**config.mk**
```make
export PLATFORM = sky130hd
export DESIGN_NAME = ai_move_sequencer
export DESIGN_NICKNAME = d
export VERILOG_FILES = /design/src/rtl/ai_pkg.sv /design/src/rtl/ai_move_sequencer.sv
export SDC_FILE = /design/constraint.sdc
export NUM_CORES = 1
export LEC_CHECK = 0
export ABC_AREA = 1
export CELL_PAD_IN_SITES_DETAIL_PLACEMENT = 0
export CELL_PAD_IN_SITES_GLOBAL_PLACEMENT = 1
export CORE_MARGIN = 2
export CORE_UTILIZATION = 35
export DETAILED_ROUTE_END_ITERATION = 10
export PLACE_DENSITY = 0.9
export SLEW_MARGIN = 15
export SYNTH_ARGS = -nofsm -noshare
export SYNTH_HDL_FRONTEND = slang
export SYNTH_SLANG_ARGS = --single-unit
```
**constraint.sdc**
```tcl
create_clock -name clock -period 2.65 [get_ports clock]
set_input_delay 0.53 -clock clock [delete_from_list [all_inputs] [get_ports clock]]
set_output_delay 0.53 -clock clock [all_outputs]
set_load 0.1 [all_outputs]
```
**src/rtl/ai_pkg.sv**
```systemverilog
// Shared register map, board size and sequencer states for the density-search AI core
// and its bus master.
package ai_pkg;

  localparam logic [3:0] AI_REG_START  = 4'd0;
  localparam logic [3:0] AI_REG_FIRED0 = 4'd1;
  localparam logic [3:0] AI_REG_FIRED1 = 4'd2;
  localparam logic [3:0] AI_REG_FIRED2 = 4'd3;
  localparam logic [3:0] AI_REG_FIRED3 = 4'd4;
  localparam logic [3:0] AI_REG_HITS0  = 4'd5;
  localparam logic [3:0] AI_REG_HITS1  = 4'd6;
  localparam logic [3:0] AI_REG_HITS2  = 4'd7;
  localparam logic [3:0] AI_REG_HITS3  = 4'd8;
  localparam logic [3:0] AI_REG_SHIPS  = 4'd9;

  localparam int unsigned AI_BOARD_CELLS = 100;

  typedef enum logic [2:0] {
    IDLE, WAIT_RDY, WR, START, WAIT_BUSY, WAIT_DONE, RD, DONE
  } ai_state_t;

endpackage

```
**src/rtl/ai_move_sequencer.sv**
```systemverilog
// Bus master for the AI core: snapshots the board, loads registers 1..9, starts the
// search, reads back the chosen cell and validates it for the game FSM.
module ai_move_sequencer
  import ai_pkg::*;
#(
  parameter int unsigned TIMEOUT_CYCLES = 2048,
  parameter int unsigned BOARD_CELLS    = AI_BOARD_CELLS
) (
  input  logic         clock,
  input  logic         reset_n,
  input  logic         req,
  input  logic [99:0]  fired_in,
  input  logic [99:0]  hits_in,
  input  logic [4:0]   ships_in,
  output logic         busy,
  output logic         move_valid,
  output logic [6:0]   move_index,
  output logic         move_err,
  output logic [3:0]   ai_addr,
  output logic         ai_write,
  output logic         ai_read,
  output logic [31:0]  ai_writedata,
  input  logic [31:0]  ai_readdata,
  input  logic         ai_waitrequest
);

  localparam int unsigned TW = $clog2(TIMEOUT_CYCLES + 1);

  ai_state_t       state_q, state_d;
  logic [99:0]     fired_q, hits_q;
  logic [4:0]      ships_q;
  logic [3:0]      word_q;
  logic [TW-1:0]   tcnt_q;
  logic            err_q;
  logic            counting, timeout_hit;
  logic [6:0]      rd_idx;
  logic            rd_err;
  logic            unused_readdata;

  assign unused_readdata = ^ai_readdata[31:7];
  assign rd_idx   = ai_readdata[6:0];
  assign rd_err   = ({25'b0, rd_idx} >= BOARD_CELLS) || fired_q[rd_idx];
  assign counting = (state_q == WAIT_RDY) || (state_q == WR) || (state_q == START) ||
                    (state_q == WAIT_BUSY) || (state_q == WAIT_DONE);
  assign timeout_hit = counting && (tcnt_q == TW'(TIMEOUT_CYCLES - 1));

  always_ff @(posedge clock or negedge reset_n) begin
    if (!reset_n) state_q <= IDLE;
    else          state_q <= state_d;
  end

  always_comb begin
    state_d = state_q;
    case (state_q)
      IDLE:      if (req) state_d = (ships_in == '0) ? DONE : WAIT_RDY;
      WAIT_RDY:  if (!ai_waitrequest) state_d = WR;
      WR:        if (!ai_waitrequest && word_q == AI_REG_SHIPS) state_d = START;
      START:     if (!ai_waitrequest) state_d = WAIT_BUSY;
      WAIT_BUSY: if (ai_waitrequest) state_d = WAIT_DONE;
      WAIT_DONE: if (!ai_waitrequest) state_d = RD;
      RD:        state_d = DONE;
      DONE:      state_d = IDLE;
      default:   state_d = IDLE;
    endcase
    if (timeout_hit) state_d = DONE;
  end

  always_ff @(posedge clock or negedge reset_n) begin
    if (!reset_n) begin
      fired_q    <= '0;
      hits_q     <= '0;
      ships_q    <= '0;
      word_q     <= '0;
      tcnt_q     <= '0;
      err_q      <= 1'b0;
      move_index <= '0;
    end else begin
      if (state_q == IDLE && req) begin
        fired_q <= fired_in;
        hits_q  <= hits_in;
        ships_q <= ships_in;
      end
      if (state_q != WR)        word_q <= AI_REG_FIRED0;
      else if (!ai_waitrequest) word_q <= word_q + 4'd1;
      if (state_d != state_q)   tcnt_q <= '0;
      else if (counting)        tcnt_q <= tcnt_q + 1'b1;
      // Result is fixed on entry to DONE; every path other than RD is an error exit.
      if (state_d == DONE && state_q != DONE) begin
        if (state_q == RD) begin
          err_q      <= rd_err;
          move_index <= rd_err ? '0 : rd_idx;
        end else begin
          err_q      <= 1'b1;
          move_index <= '0;
        end
      end
    end
  end

  always_comb begin
    busy         = (state_q != IDLE);
    move_valid   = (state_q == DONE);
    move_err     = (state_q == DONE) && err_q;
    ai_addr      = '0;
    ai_write     = 1'b0;
    ai_read      = 1'b0;
    ai_writedata = '0;
    case (state_q)
      WR: begin
        ai_addr  = word_q;
        ai_write = !timeout_hit;
        case (word_q)
          AI_REG_FIRED0: ai_writedata = fired_q[31:0];
          AI_REG_FIRED1: ai_writedata = fired_q[63:32];
          AI_REG_FIRED2: ai_writedata = fired_q[95:64];
          AI_REG_FIRED3: ai_writedata = {28'b0, fired_q[99:96]};
          AI_REG_HITS0:  ai_writedata = hits_q[31:0];
          AI_REG_HITS1:  ai_writedata = hits_q[63:32];
          AI_REG_HITS2:  ai_writedata = hits_q[95:64];
          AI_REG_HITS3:  ai_writedata = {28'b0, hits_q[99:96]};
          AI_REG_SHIPS:  ai_writedata = {27'b0, ships_q};
          default:       ai_writedata = '0;
        endcase
      end
      START: begin
        ai_addr  = AI_REG_START;
        ai_write = !timeout_hit;
      end
      RD: begin
        ai_addr = AI_REG_START;
        ai_read = 1'b1;
      end
      default: ;
    endcase
  end

endmodule

```
After elaboration in Yosys (flattened, before gate mapping) --
Cells that the tools add are included.
Cells by class: $lt $le $gt $ge 2, add/subtract/negate cells 2, equal/unequal tests 22, reduce and logical (&&, ||, !) cells 17, multiplexer cells 23
Operators with widths (count):
- case mux 32 bit (9 select lines) | 1
- two-way mux 32 bit | 1
- two-way mux 12 bit | 2
- two-way mux 3 bit | 8
- case mux 3 bit (8 select lines) | 1
- equality test 4 x 3 -> 1 bit (second input constant) | 4
- equality test 3 bit (second input constant) | 5
- two-way mux 7 bit | 2
- adder 12 x 1 -> 12 bit (second input constant) | 1
- equality test 12 x 11 -> 1 bit (second input constant) | 1
- two-way mux 4 bit | 3
- equality test 4 x 2 -> 1 bit (second input constant) | 2
- equality test 4 bit (second input constant) | 2
- less-than comparator 7 x 8 -> 1 bit (second input constant) | 1
- binary-select mux 1 bit (select 7 bit) | 1
- >= comparator 7 bit (second input constant) | 1
- equality test 3 x 2 -> 1 bit (second input constant) | 2
- logical AND 1 bit | 5
- logical NOT 5 bit | 1
- logical OR 1 bit | 5
- adder 4 x 1 -> 4 bit (second input constant) | 1
- equality test 4 x 1 -> 1 bit (second input constant) | 1
- two-way mux 1 bit | 4
- equality test 3 x 1 -> 1 bit (second input constant) | 1
- other kinds (9) | 10
Storage, ports and cells: input bits 241, bits in registers 232, logic and storage cells 74

Depth between registers and ports, before layout --
Gate-level depths: netlist (run 1).
depth after elaboration 9, mapped depth 16, mapped depth without buffers 14

Least setup slack after synthesis (run 1) --
OpenSTA, ideal clock, no wires.
kind reg2out, start point register word_q[1], end point output port ai_writedata[30], arrival time 2.721 ns, path buffers 1, setup slack -0.601 ns, data required time 2.120 ns, cell stages (with the launch flop) 10, path through dfrtp_1 > inv_1 > ha_1 > inv_1 > nor2_1 > inv_2 > buf_1 > o22ai_1 > nor3_1 > nor2_1
Between the ends: word-level cells in the longest chain between the ends 3, elaborated cells on any way between the ends 11, those cells by class eq/ne (9); mux (2)
Ends and longest elaborated chain:
- start, declared | RTL line ai_move_sequencer.sv:32 | logic [3:0] word_q;
- start signal, assigned | RTL line ai_move_sequencer.sv:84 | else if (!ai_waitrequest) word_q <= word_q + 4'd1;
- equality test 4 bit (tied with other cells) | RTL line ai_move_sequencer.sv:112 | case (word_q)
- case mux 32 bit (9 select lines) (*) | RTL line ai_move_sequencer.sv:112
- two-way mux 32 bit (*) | RTL line ai_move_sequencer.sv:108 | case (state_q)
- end, declared | RTL line ai_move_sequencer.sv:22 | output logic [31:0] ai_writedata,
Mark *: on every way between the ends. The rest lies on a longest branch, timed or not.

Final worst setup path (run 1) --
start point register word_q[3], end point output port ai_writedata[26]
Same word-level chain as after synthesis.

==> summary.txt, run 1 <==
Run status
  • Status: finished with violations
  • Failing checks: negative setup slack

Critical path
  • Crit-path max cell delay: 450 ps
  • Worst r2r path cells: 11
  • Critical Path Most Common Cell: buf_12
  • Crit Path Max Fanout: 6
  • Crit-path cells: nor2_4, nand2_8, buf_12, o22ai_2, buf_4, nor3_4, nor2_2, buf_12
  • R2r endpoint: tcnt_q[1]
  • Worst endpoint required time: 2120 ps
  • Setup CP Type: reg -> out
  • Crit path launch type: register
  • Arr. time, crit path: 2340 ps
  • WP buf/inv: 3
  • Critical path endpoint category: output pin
  • R2R Setup Slk: 560 ps
  • Top cell family by delay on the critical path: simple AND/OR/NAND/NOR gates
  • Worst r2r src: word_q[2]
  • Critical path's slowest cell: dfrtp_2

Synth
  • Unique masters post-synth: 41
  • Synth Instances: roughly 1,500
  • Netlist Area Pre-Place: 0.01156 mm²
  • EDFF count, synth: 0
  • Syn Area/Cell: 7.810 µm²
  • Yosys warning count: 0
  • Net Count, Synth: about 1,700
  • Async SR Flop Fraction: 100.0%
  • Sequential area share after synthesis: 50.23%
  • Post-synthesis register bit count: 232
  • Ys flop type: dfrtp_1

Clock network
  • Worst-Skew Late Latency: 530 ps
  • Total CTS buffers: 26
  • Root buffer cell: clkbuf_16
  • CTS tree: built
  • H-tree depth: 1
  • Max clock buf depth: 3
  • Clk pin slew, worst setup/hold paths: about 50 ps
  • Clock sinks: 232

Power
  • Leakage power: between 7 and 8 nW
  • Final Power: 18.80 mW
  • Peak VDD IR: ~0.00058 V
  • Cell area power density: 1072 mW/mm²

Floorplanning
  • Die area: between 0.03 and 0.04 mm²
  • Core ar.: 0.03254 mm²
  • # rows: between 60 and 70
  • Die X: 185.7 µm
  • Die height: 185.7 µm
  • # IOs: ~290
  • Initial Util: 35.53%

Route
  • Post-DRT Antenna Nets: 0
  • WL final: 42.73 mm
  • Initial DRC Count: around 1,100
  • Drt wl/cell: 19.30 µm
  • Pre-Repair DR Iteration Count: 5
  • Via density: 5.119
  • # DRC: 0
  • Vias: 11,334

Min path
  • Hold_sp: hits_q[1]
  • Worst hold stages: 2
  • Hold path endpoint: hits_q[1]
  • Hold Path Class: reg -> reg

Timing
  • Setup ws final: -222.8 ps
  • Slew HR: 61.05%
  • RSZ-0062 raised after global routing: yes
  • Final Max Tran Viols: 0
  • Max Fclk: 0.3481 GHz
  • Final Hold Fails: 0
  • Clock Skew: 12.62 ps
  • Period utilization: 108.4%
  • Crit path time final: about 2900 ps
  • Final setup fails: 32
  • Worst slew pin tran: 583.4 ps
  • Hold Slack: 491.8 ps

Finish
  • Layout net count: 1,999
  • Fraction of layout cells with a size suffix above 1: 19.80%
  • Layout Cells excl Fill: 2,214
  • Synth-to-Final Area Change: 51.74%
  • Final core occ: between 50% and 60%

Placed design
  • Inst Count DP: 2,144
  • Buffers on Ports: 263
  • Pre-CTS setup slack: 52.08 ps
  • Placer congestion estimate: 0.9197
  • DP HPWL: slightly below 30 mm

Flow run
  • Max cap viols: 0

Global routing
  • GR Util All Layers: 24.13%
  • Met1 usage: 35.42%
  • First-pass GRT wire length: 63.20 mm
  • Antenna violations before repair: 4
  • Busiest grt layer: met2
  • Met3 Usage GRT: 3.757%
  • Remaining Overflow, GRT: 0
  • Vias in the first global route: ~11,000
  • Largest net degree at the start of global routing: between 70 and 80
  • Met2 GRT Util: 36.39%
registers in the layout, indices dropped and copies added, names as in the netlist:
signal,flops
move_index,7
word_q,4
fired_q,100
tcnt_q,12
ships_q,5
hits_q,100
state_q,3
err_q,1
layout make-up:
class / instances / area (µm²)
Timing Repair Buffer: 331 / 3934
Clock inverter: 5 / 52.55
Inverter: 233 / 897.1
Clock buffer: 38 / 757.0
Fill cell: 3008 / 15000
Multi-Input combinational cell: 929 / 5527
Antenna cell: 4 / 10.01
Tap cell: 442 / 553.0
Sequential cell: 232 / 5809
Yosys cell counts (2+ instances only):
cell	count	share of area, %
ha_1	5	0.54
xor2_1	7	0.53
o21ai_1	23	1.0
o22ai_1	96	5.2
xnor2_1	3	0.23
nand4_1	9	0.49
nor3_1	33	1.4
inv_1	220	7.1
clkbuf_1	50	1.6
nor4_1	2	0.11
o221ai_1	2	0.15
nand2_1	355	12
inv_2	10	0.32
buf_6	4	0.39
nor2_1	61	2.0
buf_2	20	0.87
nand3_2	2	0.17
nor2_2	16	0.87
a21oi_1	23	1.0
dfrtp_1	232	50
nand3_1	70	3.0
nand2_2	5	0.27
o211ai_1	9	0.58
o21ai_0	195	8.4
nand3_4	2	0.30
buf_1	11	0.36
routing by layer:
layer  vias up  wire, µm  part of all wire, %
li1       5328         -                    -
met1      5476     19120                   45
met2       465     19340                   45
met3        65      3154                  7.4
met4         0      1108                  2.6
met5         -         0                    0
what timing repair did:
item,4_1_cts,5_1_grt
hold buffers,1,0
pin swaps,22,31
gates resized for setup,110,75
buffers inserted,10,2
endpoints found under the hold margin,52,0
endpoints found under the setup margin,36,35
cloned,8,3
placed cells by master (no fill, tap or decap), types with 4 or more instances in the layout:
cell / netlist / layout
o22ai_2: 0 / 50
o21ai_1: 23 / 23
nand2_1: 355 / 350
inv_2: 10 / 12
diode_2: 0 / 4
clkbuf_16: 0 / 30
o211ai_1: 9 / 9
dfrtp_1: 232 / 229
xor2_1: 7 / 7
nand3_2: 2 / 4
buf_12: 0 / 53
buf_4: 1 / 45
buf_6: 4 / 6
inv_4: 1 / 4
o21ai_0: 195 / 195
nor3_1: 33 / 12
clkdlybuf4s50_1: 0 / 213
nand3_1: 70 / 67
inv_1: 220 / 214
nor2_2: 16 / 39
nor2_1: 61 / 27
o22ai_1: 96 / 26
buf_16: 0 / 6
clkbuf_1: 50 / 7
nor3_4: 0 / 5
clkbuf_8: 0 / 4
a21oi_1: 23 / 21
o22ai_4: 0 / 20
nand4_1: 9 / 9
nand2_2: 5 / 6
nor2_4: 1 / 12
nand2_4: 1 / 4
nor3_2: 1 / 17
per-stage QoR:
stage / setup TNS, ps / cell area (µm²)
6_report: -5715 / 17540
5_1_grt: -7920 / 17540
4_1_cts: -5423 / 17040
3_5_place_dp: 0 / 15350
3_3_place_gp: 0 / 15350
2_1_floorplan: -8331 / 11660
worst register-to-register path, cell delays in order (launching register included):
cell and delay (ps):
dfrtp_1 410, buf_6 140, buf_4 140, inv_2 90, nand3_2 190, nor3_1 240
nor3_2 80, nand2_2 120, xor2_1 180, nand4_2 90, buf_4 210, a21oi_1 130
worst max-delay path by stage:
stage | slack (ps) | end | depth (start not counted) | start
4_1_cts | -220 | ai_writedata[0] | 9 | word_q[1]
6_report | -220 | ai_writedata[26] | 8 | word_q[3]
3_3_place_gp | 120 | ai_writedata[4] | 8 | word_q[1]
2_1_floorplan | -390 | ai_writedata[4] | 8 | word_q[1]
5_1_grt | -300 | ai_writedata[5] | 10 | word_q[1]
3_5_place_dp | 50 | ai_writedata[4] | 8 | word_q[1]
logic make-up after synthesis:
| family | share of synthesized area (%) |
|---|---|
| AOI/OAI and AO/OA | 16.57 |
| xor gates and xnor gates | 0.7578 |
| adders and majority gates | 0.5412 |
| buffers and inverters | 10.93 |
| DFF | 50.23 |
| and+or+nand+nor | 20.97 |
where the power goes:
group	internal, mW	switching [mW]	total [mW]
logic	3.26	6.26	9.52
clock network	2.05	1.44	3.49
registers	5.18	0.615	5.79
total	10.5	8.31	18.8
Note: power is estimated with default switching activity, not from simulation.
==> run 2, diff against run 1 <==
--- a/config.mk
+++ b/config.mk
@@ -11,7 +11,7 @@
 export CORE_MARGIN = 2
 export CORE_UTILIZATION = 35
 export DETAILED_ROUTE_END_ITERATION = 10
-export PLACE_DENSITY = 0.9
+export PLACE_DENSITY = 0.79
 export SLEW_MARGIN = 15
 export SYNTH_ARGS = -nofsm -noshare
 export SYNTH_HDL_FRONTEND = slang
==> constraint.sdc (replaced) <==
create_clock -name clock -period 2.65 [get_ports clock]
set_input_delay 0.265 -clock clock [delete_from_list [all_inputs] [get_ports clock]]
set_output_delay 0.265 -clock clock [all_outputs]
set_load 0.1 [all_outputs]
==> summary.txt, run 2 (synthesis gave the netlist of run 1 again) <==
Run status
  • Status: finished with violations
  • Failing checks: negative setup slack

Floorplanning
  • # IOs: 289
  • Die area: 0.03449 mm²
  • Initial Util: 35.53%
  • # rows: 66
  • Die height: about 190 µm
  • Core ar.: 0.03254 mm²
  • Die X: 185.7 µm

Timing
  • Fin Setup TNS: -12.34 ps
  • Worst slew pin tran: slightly below 700 ps
  • Max Fclk: 0.3756 GHz
  • Slew HR: approximately 55%
  • Final setup fails: 1
  • Setup ws final: -12.34 ps
  • Final Hold Fails: 0
  • Final Max Tran Viols: 0
  • Crit path time final: 2662 ps
  • Clock Skew: 14.74 ps
  • RSZ-0062 raised after global routing: yes
  • Hold Slack: 277.6 ps
  • Period utilization: 100.5%

Route
  • Initial DRC Count: 1,131
  • # DRC: 0
  • Pre-Repair DR Iteration Count: 6
  • Drt wl/cell: 18.73 µm
  • Via density: around 5
  • WL final: 40.98 mm
  • Vias: 10,960
  • Post-DRT Antenna Nets: 0

Global routing
  • Vias in the first global route: 10,798
  • First-pass GRT wire length: 62.10 mm
  • Antenna violations before repair: 2
  • Largest net degree at the start of global routing: 136
  • GR Util All Layers: 23.53%
  • Remaining Overflow, GRT: 0

Finish
  • Fraction of layout cells with a size suffix above 1: 16.10%
  • Synth-to-Final Area Change: 43.95%
  • Most common cell after layout, fill and taps aside: nand2_1
  • Layout net count: 1,974
  • Commonest non-fill, non-tap cells in the layout: nand2_1, dfrtp_1, inv_1
  • Final std cell area, no fill: ~0.017 mm²
  • Final core occ: 51.14%
  • Top Registers: fired_q (100), hits_q (100), tcnt_q (12)

Critical path
  • WP buf/inv: 4
  • Crit path launch type: register
  • Crit-path cells: inv_2, ha_2, nand2_2, buf_12, buf_12, o22ai_4, nor3_2, nor2_2, buf_12
  • Crit Path Max Fanout: 13
  • Top cell family by delay on the critical path: buffers and inverters
  • Arr. time, crit path: 2400 ps
  • Critical Path Most Common Cell: buf_12
  • Worst endpoint required time: ~2400 ps
  • Crit-path max cell delay: 420 ps
  • Setup CP Type: reg -> out
  • Critical path endpoint category: output pin
  • Critical path's slowest cell: dfrtp_1

Min path
  • Hold Path Class: in -> reg

Placed design
  • Buffers on Ports: 263
  • Dpl cell area: 0.01517 mm²
  • Placer congestion estimate: just under 0.9
  • DP HPWL: 29.15 mm

Power
  • Cell area power density: 1069 mW/mm²
  • Leakage power: 7.236 nW
  • Peak VDD IR: about 0.00053 V
  • Final Power: 17.79 mW

Clock network
  • Total CTS buffers: 26
  • Max clock buf depth: 3
  • Worst-Skew Late Latency: about 540 ps
  • Root buffer cell: clkbuf_16
  • CTS tree: built
  • H-tree depth: 1
  • Clock sinks: 232
  • Clk pin slew, worst setup/hold paths: 60 ps

Flow run
  • Max cap viols: 0
run 2: cell count changes in the layout (fill, tap and decap cells not counted), sizes merged, moves of 2 or more:
| cell | before | now |
|---|---|---|
| clkinv | 5 | 9 |
| diode | 4 | 1 |
| buf | 112 | 88 |
| bufbuf | 2 | 0 |
run 2: timing repair:
action,in CTS,in global routing
pin swaps,1,13
setup endpoints to repair,32,36
resized for setup,31,58
setup buffers,1,4
hold endpoints to repair,79,0
cloned,0,4
hold buffers,1,0
run 2: area by class of cell:
cell class	count	area, µm²
Fill cell	3118	15900
Clock buffer	36	769.5
Multi-Input combinational cell	929	4995
Clock inverter	9	95.09
Tap cell	442	553.0
Inverter	233	894.6
Timing Repair Buffer	306	3521
Sequential cell	232	5808
Antenna cell	1	2.502
run 2: metrics by stage:
step / setup WS [ps] / cells
2_1_floorplan: -67.79 / 1480
3_3_place_gp: 337.1 / 2132
3_5_place_dp: 303.5 / 2132
4_1_cts: -50.64 / 2179
5_1_grt: -54.22 / 2188
6_report: -12.34 / 2188
run 2: path summary, 6_finish.rpt:
check | slack (ps) | cells past startpoint | from | end
min in group asynchronous | 320 | 2 | reset_n | hits_q[53]
setup / recovery | -10 | 9 | word_q[0] | ai_writedata[19]
max in group asynchronous | 1500 | 3 | reset_n | fired_q[79]
hold / removal | 280 | 3 | hits_in[2] | hits_q[2]
setup reg to reg | 620 | 10 | word_q[1] | move_index[3]
hold reg to reg | 480 | 2 | move_index[3] | move_index[3]
run 2: layer usage:
layer	track usage (%)	up-vias	share of wire [%]	routed length, µm
met1	35.62	5197	46	18980
li1	-	5283	-	-
met2	34.35	425	43	17490
met3	4.304	55	8.4	3444
met5	0	-	0	0
met4	6.142	0	2.6	1054
run 2: worst min-delay path: cells and delay by family:
family,cells,cell delay (ps)
and+or+nand+nor,2,120
buffers and inverters,1,400
run 2: power breakdown:
group          total (mW)  switching [mW]  internal, mW
logic                8.38            5.67          2.71
registers            5.74           0.568          5.17
clock network        3.67            1.46          2.20
total                17.8            7.70          10.1
